## src/rtl/ahb_uart_satellite.sv

```systemverilog
// AHB-Lite slave for an 8N1 UART: TX holding register + shifter, RX synchronizer + shifter,
// four word registers (TXDATA, RXDATA, STATUS, BAUD); TX writes wait-state while the holding register is full.
module ahb_uart_satellite #(
  parameter logic [15:0] DEFAULT_DIV = 16'd434
) (
  input  logic        clk,
  input  logic        nrst,
  input  logic        hsel,
  input  logic [31:0] haddr,
  input  logic [1:0]  htrans,
  input  logic        hwrite,
  input  logic [2:0]  hsize,
  input  logic [2:0]  hburst,
  input  logic [31:0] hwdata,
  input  logic        hready,
  output logic [31:0] hrdata,
  output logic        hreadyout,
  output logic        hresp,
  output logic        uart_tx,
  input  logic        uart_rx
);

  typedef enum logic [1:0] {
    ST_IDLE  = 2'd0,
    ST_START = 2'd1,
    ST_DATA  = 2'd2,
    ST_STOP  = 2'd3
  } uart_state_t;

  localparam logic [1:0] REG_TXDATA = 2'd0;
  localparam logic [1:0] REG_RXDATA = 2'd1;
  localparam logic [1:0] REG_STATUS = 2'd2;
  localparam logic [1:0] REG_BAUD   = 2'd3;

  logic        dp_valid_r, dp_write_r;
  logic [1:0]  dp_idx_r;
  logic [15:0] baud_r;
  logic        accept_s, stall_s, tx_wr_s, baud_wr_s, rd_rx_s, rd_stat_s;

  logic        tx_full_r;
  logic [7:0]  tx_hold_r, tx_shift_r;
  logic [15:0] tx_cnt_r, tx_div_r;
  logic [2:0]  tx_bits_r;
  uart_state_t tx_state_r, tx_state_nx_s;
  logic        tx_tick_s, tx_load_s, tx_busy_s;

  logic        rx_sync1_r, rx_sync2_r, rx_prev_r;
  logic [7:0]  rx_shift_r, rx_byte_r;
  logic [15:0] rx_cnt_r, rx_div_r;
  logic [2:0]  rx_bits_r;
  uart_state_t rx_state_r, rx_state_nx_s;
  logic        rx_valid_r, overrun_r, frame_err_r;
  logic        rx_fall_s, rx_half_s, rx_tick_s, rx_ok_s, rx_bad_s;

  logic        unused_s;

  assign unused_s = ^{hsize, hburst, haddr[31:4], haddr[1:0], htrans[0], hwdata[31:16]};

  assign accept_s  = hsel & hready & htrans[1];
  // A TXDATA write holds the bus until the holding register has been drained by the TX FSM.
  assign stall_s   = dp_valid_r & dp_write_r & (dp_idx_r == REG_TXDATA) & tx_full_r;
  assign tx_wr_s   = dp_valid_r & dp_write_r & (dp_idx_r == REG_TXDATA) & ~tx_full_r;
  assign baud_wr_s = dp_valid_r & dp_write_r & (dp_idx_r == REG_BAUD);
  assign rd_rx_s   = dp_valid_r & ~dp_write_r & (dp_idx_r == REG_RXDATA);
  assign rd_stat_s = dp_valid_r & ~dp_write_r & (dp_idx_r == REG_STATUS);
  assign hreadyout = ~stall_s;
  assign hresp     = 1'b0;

  always_ff @(posedge clk) begin
    if (!nrst) begin
      dp_valid_r <= 1'b0;
      dp_write_r <= 1'b0;
      dp_idx_r   <= 2'd0;
    end else if (hready) begin
      dp_valid_r <= accept_s;
      dp_write_r <= hwrite;
      dp_idx_r   <= haddr[3:2];
    end
  end

  always_ff @(posedge clk) begin
    if (!nrst) begin
      baud_r <= DEFAULT_DIV;
    end else if (baud_wr_s) begin
      baud_r <= (hwdata[15:0] < 16'd4) ? 16'd4 : hwdata[15:0];
    end
  end

  always_comb begin
    hrdata = 32'd0;
    if (dp_valid_r && !dp_write_r) begin
      case (dp_idx_r)
        REG_TXDATA: hrdata = 32'd0;
        REG_RXDATA: hrdata = {24'd0, rx_byte_r};
        REG_STATUS: hrdata = {27'd0, frame_err_r, overrun_r, rx_valid_r, tx_full_r, tx_busy_s};
        REG_BAUD:   hrdata = {16'd0, baud_r};
        default:    hrdata = 32'd0;
      endcase
    end else begin
      hrdata = 32'd0;
    end
  end

  assign tx_tick_s = (tx_cnt_r == tx_div_r - 16'd1);

  always_ff @(posedge clk) begin
    if (!nrst) tx_state_r <= ST_IDLE;
    else       tx_state_r <= tx_state_nx_s;
  end

  always_comb begin
    tx_state_nx_s = tx_state_r;
    tx_load_s     = 1'b0;
    case (tx_state_r)
      ST_IDLE: begin
        if (tx_full_r) begin
          tx_state_nx_s = ST_START;
          tx_load_s     = 1'b1;
        end else begin
          tx_state_nx_s = ST_IDLE;
        end
      end
      ST_START: tx_state_nx_s = tx_tick_s ? ST_DATA : ST_START;
      ST_DATA:  tx_state_nx_s = (tx_tick_s && tx_bits_r == 3'd7) ? ST_STOP : ST_DATA;
      ST_STOP: begin
        if (tx_tick_s && tx_full_r) begin
          tx_state_nx_s = ST_START;
          tx_load_s     = 1'b1;
        end else if (tx_tick_s) begin
          tx_state_nx_s = ST_IDLE;
        end else begin
          tx_state_nx_s = ST_STOP;
        end
      end
      default: tx_state_nx_s = ST_IDLE;
    endcase
  end

  always_comb begin
    uart_tx = 1'b1;
    case (tx_state_r)
      ST_START: uart_tx = 1'b0;
      ST_DATA:  uart_tx = tx_shift_r[0];
      default:  uart_tx = 1'b1;
    endcase
    tx_busy_s = (tx_state_r != ST_IDLE);
  end

  // The divisor is captured at each frame start so BAUD writes never disturb a frame in flight.
  always_ff @(posedge clk) begin
    if (!nrst) begin
      tx_full_r  <= 1'b0;
      tx_hold_r  <= 8'd0;
      tx_shift_r <= 8'd0;
      tx_cnt_r   <= 16'd0;
      tx_bits_r  <= 3'd0;
      tx_div_r   <= DEFAULT_DIV;
    end else begin
      if (tx_wr_s) begin
        tx_full_r <= 1'b1;
        tx_hold_r <= hwdata[7:0];
      end else if (tx_load_s) begin
        tx_full_r <= 1'b0;
      end
      if (tx_load_s) begin
        tx_shift_r <= tx_hold_r;
        tx_div_r   <= baud_r;
        tx_cnt_r   <= 16'd0;
        tx_bits_r  <= 3'd0;
      end else if (tx_state_r != ST_IDLE) begin
        if (tx_tick_s) begin
          tx_cnt_r <= 16'd0;
          if (tx_state_r == ST_DATA) begin
            tx_shift_r <= {1'b0, tx_shift_r[7:1]};
            tx_bits_r  <= tx_bits_r + 3'd1;
          end
        end else begin
          tx_cnt_r <= tx_cnt_r + 16'd1;
        end
      end
    end
  end

  always_ff @(posedge clk) begin
    if (!nrst) begin
      rx_sync1_r <= 1'b1;
      rx_sync2_r <= 1'b1;
      rx_prev_r  <= 1'b1;
    end else begin
      rx_sync1_r <= uart_rx;
      rx_sync2_r <= rx_sync1_r;
      rx_prev_r  <= rx_sync2_r;
    end
  end

  assign rx_fall_s = rx_prev_r & ~rx_sync2_r;
  assign rx_half_s = (rx_cnt_r == {1'b0, rx_div_r[15:1]} - 16'd1);
  assign rx_tick_s = (rx_cnt_r == rx_div_r - 16'd1);
  assign rx_ok_s   = (rx_state_r == ST_STOP) & rx_tick_s & rx_sync2_r;
  assign rx_bad_s  = (rx_state_r == ST_STOP) & rx_tick_s & ~rx_sync2_r;

  always_ff @(posedge clk) begin
    if (!nrst) rx_state_r <= ST_IDLE;
    else       rx_state_r <= rx_state_nx_s;
  end

  always_comb begin
    rx_state_nx_s = rx_state_r;
    case (rx_state_r)
      ST_IDLE:  rx_state_nx_s = rx_fall_s ? ST_START : ST_IDLE;
      ST_START: begin
        if (rx_half_s) rx_state_nx_s = rx_sync2_r ? ST_IDLE : ST_DATA;
        else           rx_state_nx_s = ST_START;
      end
      ST_DATA:  rx_state_nx_s = (rx_tick_s && rx_bits_r == 3'd7) ? ST_STOP : ST_DATA;
      ST_STOP:  rx_state_nx_s = rx_tick_s ? ST_IDLE : ST_STOP;
      default:  rx_state_nx_s = ST_IDLE;
    endcase
  end

  // Completion events take priority over the read-side clears.
  always_ff @(posedge clk) begin
    if (!nrst) begin
      rx_cnt_r    <= 16'd0;
      rx_div_r    <= DEFAULT_DIV;
      rx_bits_r   <= 3'd0;
      rx_shift_r  <= 8'd0;
      rx_byte_r   <= 8'd0;
      rx_valid_r  <= 1'b0;
      overrun_r   <= 1'b0;
      frame_err_r <= 1'b0;
    end else begin
      case (rx_state_r)
        ST_IDLE: begin
          rx_cnt_r  <= 16'd0;
          rx_bits_r <= 3'd0;
          rx_div_r  <= baud_r;
        end
        ST_START: rx_cnt_r <= rx_half_s ? 16'd0 : rx_cnt_r + 16'd1;
        ST_DATA: begin
          if (rx_tick_s) begin
            rx_cnt_r   <= 16'd0;
            rx_shift_r <= {rx_sync2_r, rx_shift_r[7:1]};
            rx_bits_r  <= rx_bits_r + 3'd1;
          end else begin
            rx_cnt_r <= rx_cnt_r + 16'd1;
          end
        end
        ST_STOP: rx_cnt_r <= rx_tick_s ? 16'd0 : rx_cnt_r + 16'd1;
        default: rx_cnt_r <= 16'd0;
      endcase
      if (rx_ok_s) rx_byte_r <= rx_shift_r;
      if (rx_ok_s)      rx_valid_r <= 1'b1;
      else if (rd_rx_s) rx_valid_r <= 1'b0;
      if (rx_ok_s && rx_valid_r) overrun_r <= 1'b1;
      else if (rd_stat_s)        overrun_r <= 1'b0;
      if (rx_bad_s)       frame_err_r <= 1'b1;
      else if (rd_stat_s) frame_err_r <= 1'b0;
    end
  end

endmodule

```

## config.mk

```make
export PLATFORM = sky130hd
export DESIGN_NAME = ahb_uart_satellite
export DESIGN_NICKNAME = d
export VERILOG_FILES = /design/src/rtl/ahb_uart_satellite.sv
export SDC_FILE = /design/constraint.sdc
export NUM_CORES = 1
export LEC_CHECK = 0
export CELL_PAD_IN_SITES_DETAIL_PLACEMENT = 2
export CELL_PAD_IN_SITES_GLOBAL_PLACEMENT = 2
export CORE_MARGIN = 3
export CORE_UTILIZATION = 38
export DETAILED_ROUTE_END_ITERATION = 7
export DONT_BUFFER_PORTS = 1
export HOLD_SLACK_MARGIN = 0.15
export PLACE_DENSITY = 0.8
export SLEW_MARGIN = 20
export SYNTH_ARGS = -nofsm -noshare
export SYNTH_HDL_FRONTEND = slang
export SYNTH_SLANG_ARGS = --single-unit
```

## constraint.sdc

```tcl
create_clock -name clk -period 3.45 [get_ports clk]
set_input_delay 0.5175 -clock clk [delete_from_list [all_inputs] [get_ports clk]]
set_output_delay 0.5175 -clock clk [all_outputs]
set_load 0.05 [all_outputs]
```

==> results.py, run 1 <==
metrics = {
    "outcome": {
        "run_status": "finished clean",
    },
    "setup_path": {
        "start_kind": "flop",
        "arrival_ns": 3.63,
        "cp_data_required_time_ns": 3.83,
        "slowest_stage": "or4_1",
        "rrSetupSlack_ns": 0.20,
        "cp_slowest_stage_delay_ns": 0.78,
        "path_max_fanout": 10,
        "crit_type": "flop to flop",
        "end_kind": "flop",
        "path_cells": "or4_1 -> nor3_1 -> xnor2_1 -> nand4_1 -> nor4_4 -> buf_4 -> buf_4 -> nand4_1 -> buf_4 -> o21ai_0 -> and2_1",
        "crit_path_frequent_cell": "buf_4",
    },
    "placed_design": {
        "placed_area_sq_um": 7810,
        "hpwl_mm": 15.6,
        "io_buffers": 0,
        "gp_congestion": 0.814,
        "pre_cts_slack_ns": 0.184,
    },
    "cells_and_area": {
        "fin_nets": 984,
        "nFillCells": 2236,
        "area_growth_pct": 10.0,
        "fin_util": 0.429,
        "final_cell_mix": "nand2_1, dfxtp_1, nor2_1, xnor2_1, mux2i_1",
        "drive_above_1_share": 0.102,
        "antenna_cells": 0,
        "final_common_cell": "nand2_1",
        "stdcell_area_sq_um": 8440,
    },
    "timing": {
        "maxSlewViolCount": 0,
        "fin_crit_sh": 0.942,
        "post-route-min-period_ns": 3.25,
        "fin_skew_ns": 0.0131,
        "worst_pin_slew_ns": 0.930,
        "worst_hold_slack_ns": 0.182,
        "setup_viol": 0,
        "timing.final.hold_violations": 0,
        "max_freq_mhz": 308,
        "layout_setup_ws_ns": 0.201,
        "slew_headroom": 0.376,
    },
    "clock_tree": {
        "clock-sinks": 133,
        "worstSkewPairLatency_ns": 0.44,
        "cts_made_buffers": 17,
        "cts-root-buf": "clkbuf_16",
        "hold_buffers": 0,
        "clk_pin_slew_ns": 0.07,
        "htreeDepth": 4,
        "cts_buffer_depth": 2,
        "cts_tree": "yes",
    },
    "job": {
        "drv_cap": 0,
    },
    "power": {
        "pwr-share-comb": 0.038,
        "power.density_nw_per_um2": 426,
        "p_sw_w": 0.000922,
        "pwr-share-seq": 0.435,
        "vdd_drop_max_mv": 0.406,
        "swShare": 0.256,
        "leakagePower_nw": 3.13,
        "clockPowerShare": 0.527,
        "internal-power_w": 0.00268,
    },
    "routing": {
        "detail-route-antenna-nets": 0,
        "dr.pass1.iters": 4,
        "first_iter_violations": 249,
        "vias_per_cell": 5.52,
        "drc": 0,
        "wl_per_cell_microns": 20.9,
        "routed_wl_mm": 24.5,
        "vias": 6459,
    },
    "synthesis": {
        "yosys_most_used_dff": "dfxtp_1",
        "synth_cell_type_count": 75,
        "syn_area_per_cell_sq_um": 8.41,
        "synth_seq_cells": 133,
        "syn-cell-area_sq_um": 7670,
        "syn_inst": 912,
        "ys_seq_area_frac": 0.347,
        "ys_warn_count": 0,
        "async_flop_share": 0,
        "synth-edff-count": 0,
    },
    "die": {
        "start_util": 0.390,
        "die_h_microns": 148,
        "coreArea_sq_um": 19700,
        "die_w_microns": 148,
        "ioPinCount": 113,
        "row_count": 51,
        "dieArea_sq_um": 21900,
    },
    "grt": {
        "grt_usage": 0.228,
        "grt-ovfl-total": 0,
        "grt_max_degree": 117,
        "grt_pass1_vias": 7075,
        "grt_pass1_wl_mm": 39.4,
        "antenna_found_initial": 0,
    },
    "hold_path": {
        "holdCritPathClass": "input port to flop",
    },
}
worst max-delay path: cells and delay by family, from the launching register on:
kind	cells	cell delay, ns
compound gates	1	0.17
xor+xnor	1	0.18
buf+inv	3	0.57
flops	1	0.45
simple gates	6	1.82
registers in the layout (all words and copies together) (netlist names), 8 cells and up:
name,cells
tx_div_r,16
tx_cnt_r,16
rx_shift_r,8
rx_div_r,16
rx_cnt_r,16
baud_r,16
rx_byte_r,8
tx_hold_r,8
tx_shift_r,8
cell type report:
type                       instances  area (sq um)  area share
multi-input combinational        700          4600       0.545
sequential                       133          2660       0.315
clock buffer                      18           429      0.0508
tap                              265           332      0.0393
timing repair buffer              26           195      0.0231
clock inverter                    14           164      0.0194
inverter                          15          56.3     0.00667
metal layers:
layer | up-vias | track usage | wire (microns)
met1 | 3220 | 0.281 | 10600
met2 | 140 | 0.396 | 12300
met4 | 0 | 0.0767 | 561
met3 | 40 | 0.0472 | 1030
li1 | 3059 | - | -
met5 | - | 0 | 0
cell families (layout without fill, tap and decap cells):
kind of cell | after synthesis | after routing | synth area share
simple gates | 400 | 400 | 0.276
flops | 133 | 133 | 0.347
compound gates | 130 | 130 | 0.123
buf+inv | 95 | 73 | 0.0639
xor+xnor | 90 | 90 | 0.103
mux | 50 | 50 | 0.0662
fa+ha+maj | 13 | 13 | 0.0212
other cells | 1 | 17 | 0.000489
final timing paths:
kind                                  start           to  cells after the start
worst max-delay path            rx_div_r[6]    overrun_r                     11
worst min-delay path                   nrst  tx_div_r[4]                      1
worst max register to register  rx_div_r[6]    overrun_r                     11
worst min register to register   rx_sync1_r   rx_sync2_r                      1
through the flow:
step	TNS [ns]	power, W	cells
final	0	0.00360	1171
after detailed placement	0	0.00173	1136
after CTS	0	0.00364	1168
after floorplan	0	0.00174	928
after global placement	0	0.00173	1136
after global routing	-0.0179	0.00371	1171
what timing repair did:
action,CTS,global route
endpoints found under the setup margin,0,54
resized for setup,0,3
setup buffers,0,3
power groups by stage:
stage	sequential [W]	combinational, W	clock, W
floorplan	0.00159	0.000155	0
global placement	0.00160	0.000131	0
detailed placement	0.00160	0.000134	0
CTS	0.00156	0.000136	0.00194
global route	0.00157	0.000148	0.00199
finish	0.00156	0.000137	0.00190
Yosys cell counts, drive strengths merged, types with 4 or more instances:
master  count  area share
nor3b       4      0.0046
mux2        6      0.0088
o211ai      6      0.0077
nand3b      4      0.0044
ha         13       0.021
nor3       14       0.011
nor4b       4      0.0065
nor4       22       0.030
nor2       71       0.035
dfxtp     133        0.35
or3         5      0.0047
mux2i      44       0.057
nor2b      34       0.028
clkbuf     44       0.022
xor2       34       0.039
o21ai      28       0.018
a21boi     39       0.038
and3       18       0.015
xnor2      56       0.064
nand4      13       0.011
inv        15      0.0073
a21oi      20       0.013
nand2     137       0.067
nand3      39       0.025
and2       11      0.0090
a31oi       5      0.0060
buf        36       0.035
a211oi      5      0.0049
or4         5      0.0049
nand2b      8      0.0065
Note: power is estimated with default switching activity, not from simulation.
==> run 2: changes to the inputs <==
--- a/config.mk
+++ b/config.mk
@@ -13,6 +13,7 @@
 export DONT_BUFFER_PORTS = 1
 export HOLD_SLACK_MARGIN = 0.15
 export PLACE_DENSITY = 0.8
+export REMOVE_ABC_BUFFERS = 1
 export SLEW_MARGIN = 20
 export SYNTH_ARGS = -nofsm -noshare
 export SYNTH_HDL_FRONTEND = slang
==> run 2 against run 1 <==
Net effect: sequential power about the same; clock skew is 0.0053 ns lower; global-route usage down 0.12 points; setup slack worse by 0.081 ns; sequential share of layout area shrank 0.18 points; sequential cell count unchanged; critical endpoint is now tx_state_r[0]; first-iteration DRC count rose by 75%; worst hold slack lost 0.0015 ns.
==> results.py, run 2 (synthesized netlist as in run 1, its figures left out) <==
metrics = {
    "timing": {
        "slew_headroom": 0.371,
        "fin_skew_ns": 0.00774,
        "post-route-min-period_ns": 3.33,
        "worst_pin_slew_ns": 0.938,
        "max_freq_mhz": 300,
        "rsz0062_at_grt": "false",
        "maxSlewViolCount": 0,
        "timing.final.hold_violations": 0,
        "fin_crit_sh": 0.965,
        "setup_tns_ns": 0,
        "setup_viol": 0,
    },
    "cells_and_area": {
        "nFillCells": 2193,
        "antenna_cells": 0,
        "fin_nets": 986,
        "drive_above_1_share": 0.105,
        "fin_util": 0.432,
        "final_cell_mix": "nand2_1, dfxtp_1, nor2_1, xnor2_1, mux2i_1",
        "final_common_cell": "nand2_1",
        "multi_input_area_sq_um": 4600,
        "area_growth_pct": 10.6,
        "seqCellArea_sq_um": 2660,
    },
    "power": {
        "pwr-share-comb": 0.040,
        "vdd_drop_max_mv": 0.338,
        "internal-power_w": 0.00264,
        "p_sw_w": 0.000935,
        "clockPowerShare": 0.523,
        "swShare": 0.262,
        "pwr-share-seq": 0.437,
        "power.density_nw_per_um2": 421,
        "leakagePower_nw": 3.16,
    },
    "hold_path": {
        "holdCritPathClass": "input port to flop",
        "whs_path_depth": 1,
    },
    "routing": {
        "detail-route-antenna-nets": 0,
        "routed_wl_mm": 25.1,
        "dr.pass1.iters": 5,
        "wl_per_cell_microns": 21.4,
        "vias_per_cell": 5.56,
        "vias": 6522,
        "first_iter_violations": 435,
        "drc": 0,
    },
    "die": {
        "ioPinCount": 113,
        "row_count": 51,
        "die_h_microns": 148,
        "dieArea_sq_um": 21900,
        "coreArea_sq_um": 19700,
        "start_util": 0.390,
        "die_w_microns": 148,
    },
    "placed_design": {
        "gp_congestion": 0.805,
        "hpwl_mm": 15.9,
        "io_buffers": 0,
    },
    "setup_path": {
        "start_kind": "flop",
        "arrival_ns": 3.63,
        "cp_data_required_time_ns": 3.75,
        "crit_type": "flop to flop",
        "reg2reg_depth": 8,
        "end_kind": "flop",
        "path_max_fanout": 9,
    },
    "clock_tree": {
        "cts-root-buf": "clkbuf_16",
        "clk_pin_slew_ns": 0.07,
        "htreeDepth": 4,
        "worstSkewPairLatency_ns": 0.43,
        "cts_tree": "yes",
        "cts_buffer_depth": 2,
        "clock-sinks": 133,
        "cts_made_buffers": 17,
    },
    "grt": {
        "antenna_found_initial": 0,
        "grt_pass1_wl_mm": 39.8,
        "grt_max_degree": 117,
        "grt_usage": 0.227,
        "grt_pass1_vias": 7027,
        "grt-ovfl-total": 0,
    },
    "job": {
        "drv_cap": 0,
    },
    "outcome": {
        "run_status": "finished clean",
    },
}
==> run 2: cell types whose count changed in the layout (fill, tap and decap cells not counted), moves of 2 or more <==
cell / delta
clkinv_4: +4
inv_6: -4
clkinvlp_4: -3
inv_8: +3
buf_12: +2
==> run 2: power by group through the flow <==
| stage | combinational (W) | sequential [W] | clock [W] |
|---|---|---|---|
| after floorplan | 0.000108 | 0.00159 | 0 |
| after global routing | 0.000152 | 0.00157 | 0.00197 |
| after CTS | 0.000136 | 0.00156 | 0.00189 |
| final | 0.000142 | 0.00156 | 0.00187 |
| after global placement | 0.000129 | 0.00160 | 0 |
| after detailed placement | 0.000132 | 0.00160 | 0 |
==> run 2: timing repair <==
item	CTS	global route
setup buffers	0	2
gates resized for setup	0	3
endpoints found under the hold margin	0	1
setup endpoints to repair	0	43
hold buffers	0	1
==> run 2: area by class of cell <==
cell class,instances,share of cell area
Clock buffer,18,0.0517
Clock inverter,14,0.0190
Inverter,15,0.00663
Multi-Input combinational cell,700,0.542
Sequential cell,133,0.314
Tap cell,265,0.0391
Timing Repair Buffer,28,0.0280
==> run 2: metrics by stage <==
step,instances,setup WS [ns],cell area (sq um),hold slack [ns],power (W)
3_5_place_dp,1138,0.184,7840,0.414,0.00173
3_3_place_gp,1138,0.262,7840,0.388,0.00173
6_report,1173,0.120,8490,0.180,0.00358
5_1_grt,1173,0.0000853,8490,0.162,0.00369
2_1_floorplan,848,0.438,7300,0.386,0.00170
4_1_cts,1170,0.118,8440,0.155,0.00359
==> run 2: routing by layer <==
metal  track usage  share of wire
met5             0              0
met4        0.0628          0.018
met3        0.0411          0.034
met2         0.381           0.50
met1         0.300           0.45
==> run 2: final timing paths <==
path	start	to	slack, ns
setup / recovery	tx_div_r[2]	tx_state_r[0]	0.12
hold / removal	uart_rx	rx_sync1_r	0.18
hold reg to reg	rx_sync1_r	rx_sync2_r	0.42
setup reg to reg	tx_div_r[2]	tx_state_r[0]	0.12
==> run 2: worst max-delay path: stages, from the launching register on <==
cell	delay, ns
dfxtp_1	0.46
nor3_4	0.47
nand4_1	0.33
xnor2_1	0.25
or4_1	0.59
nor4_4	0.42
nand2_2	0.20
a211oi_1	0.37
a211oi_1	0.11
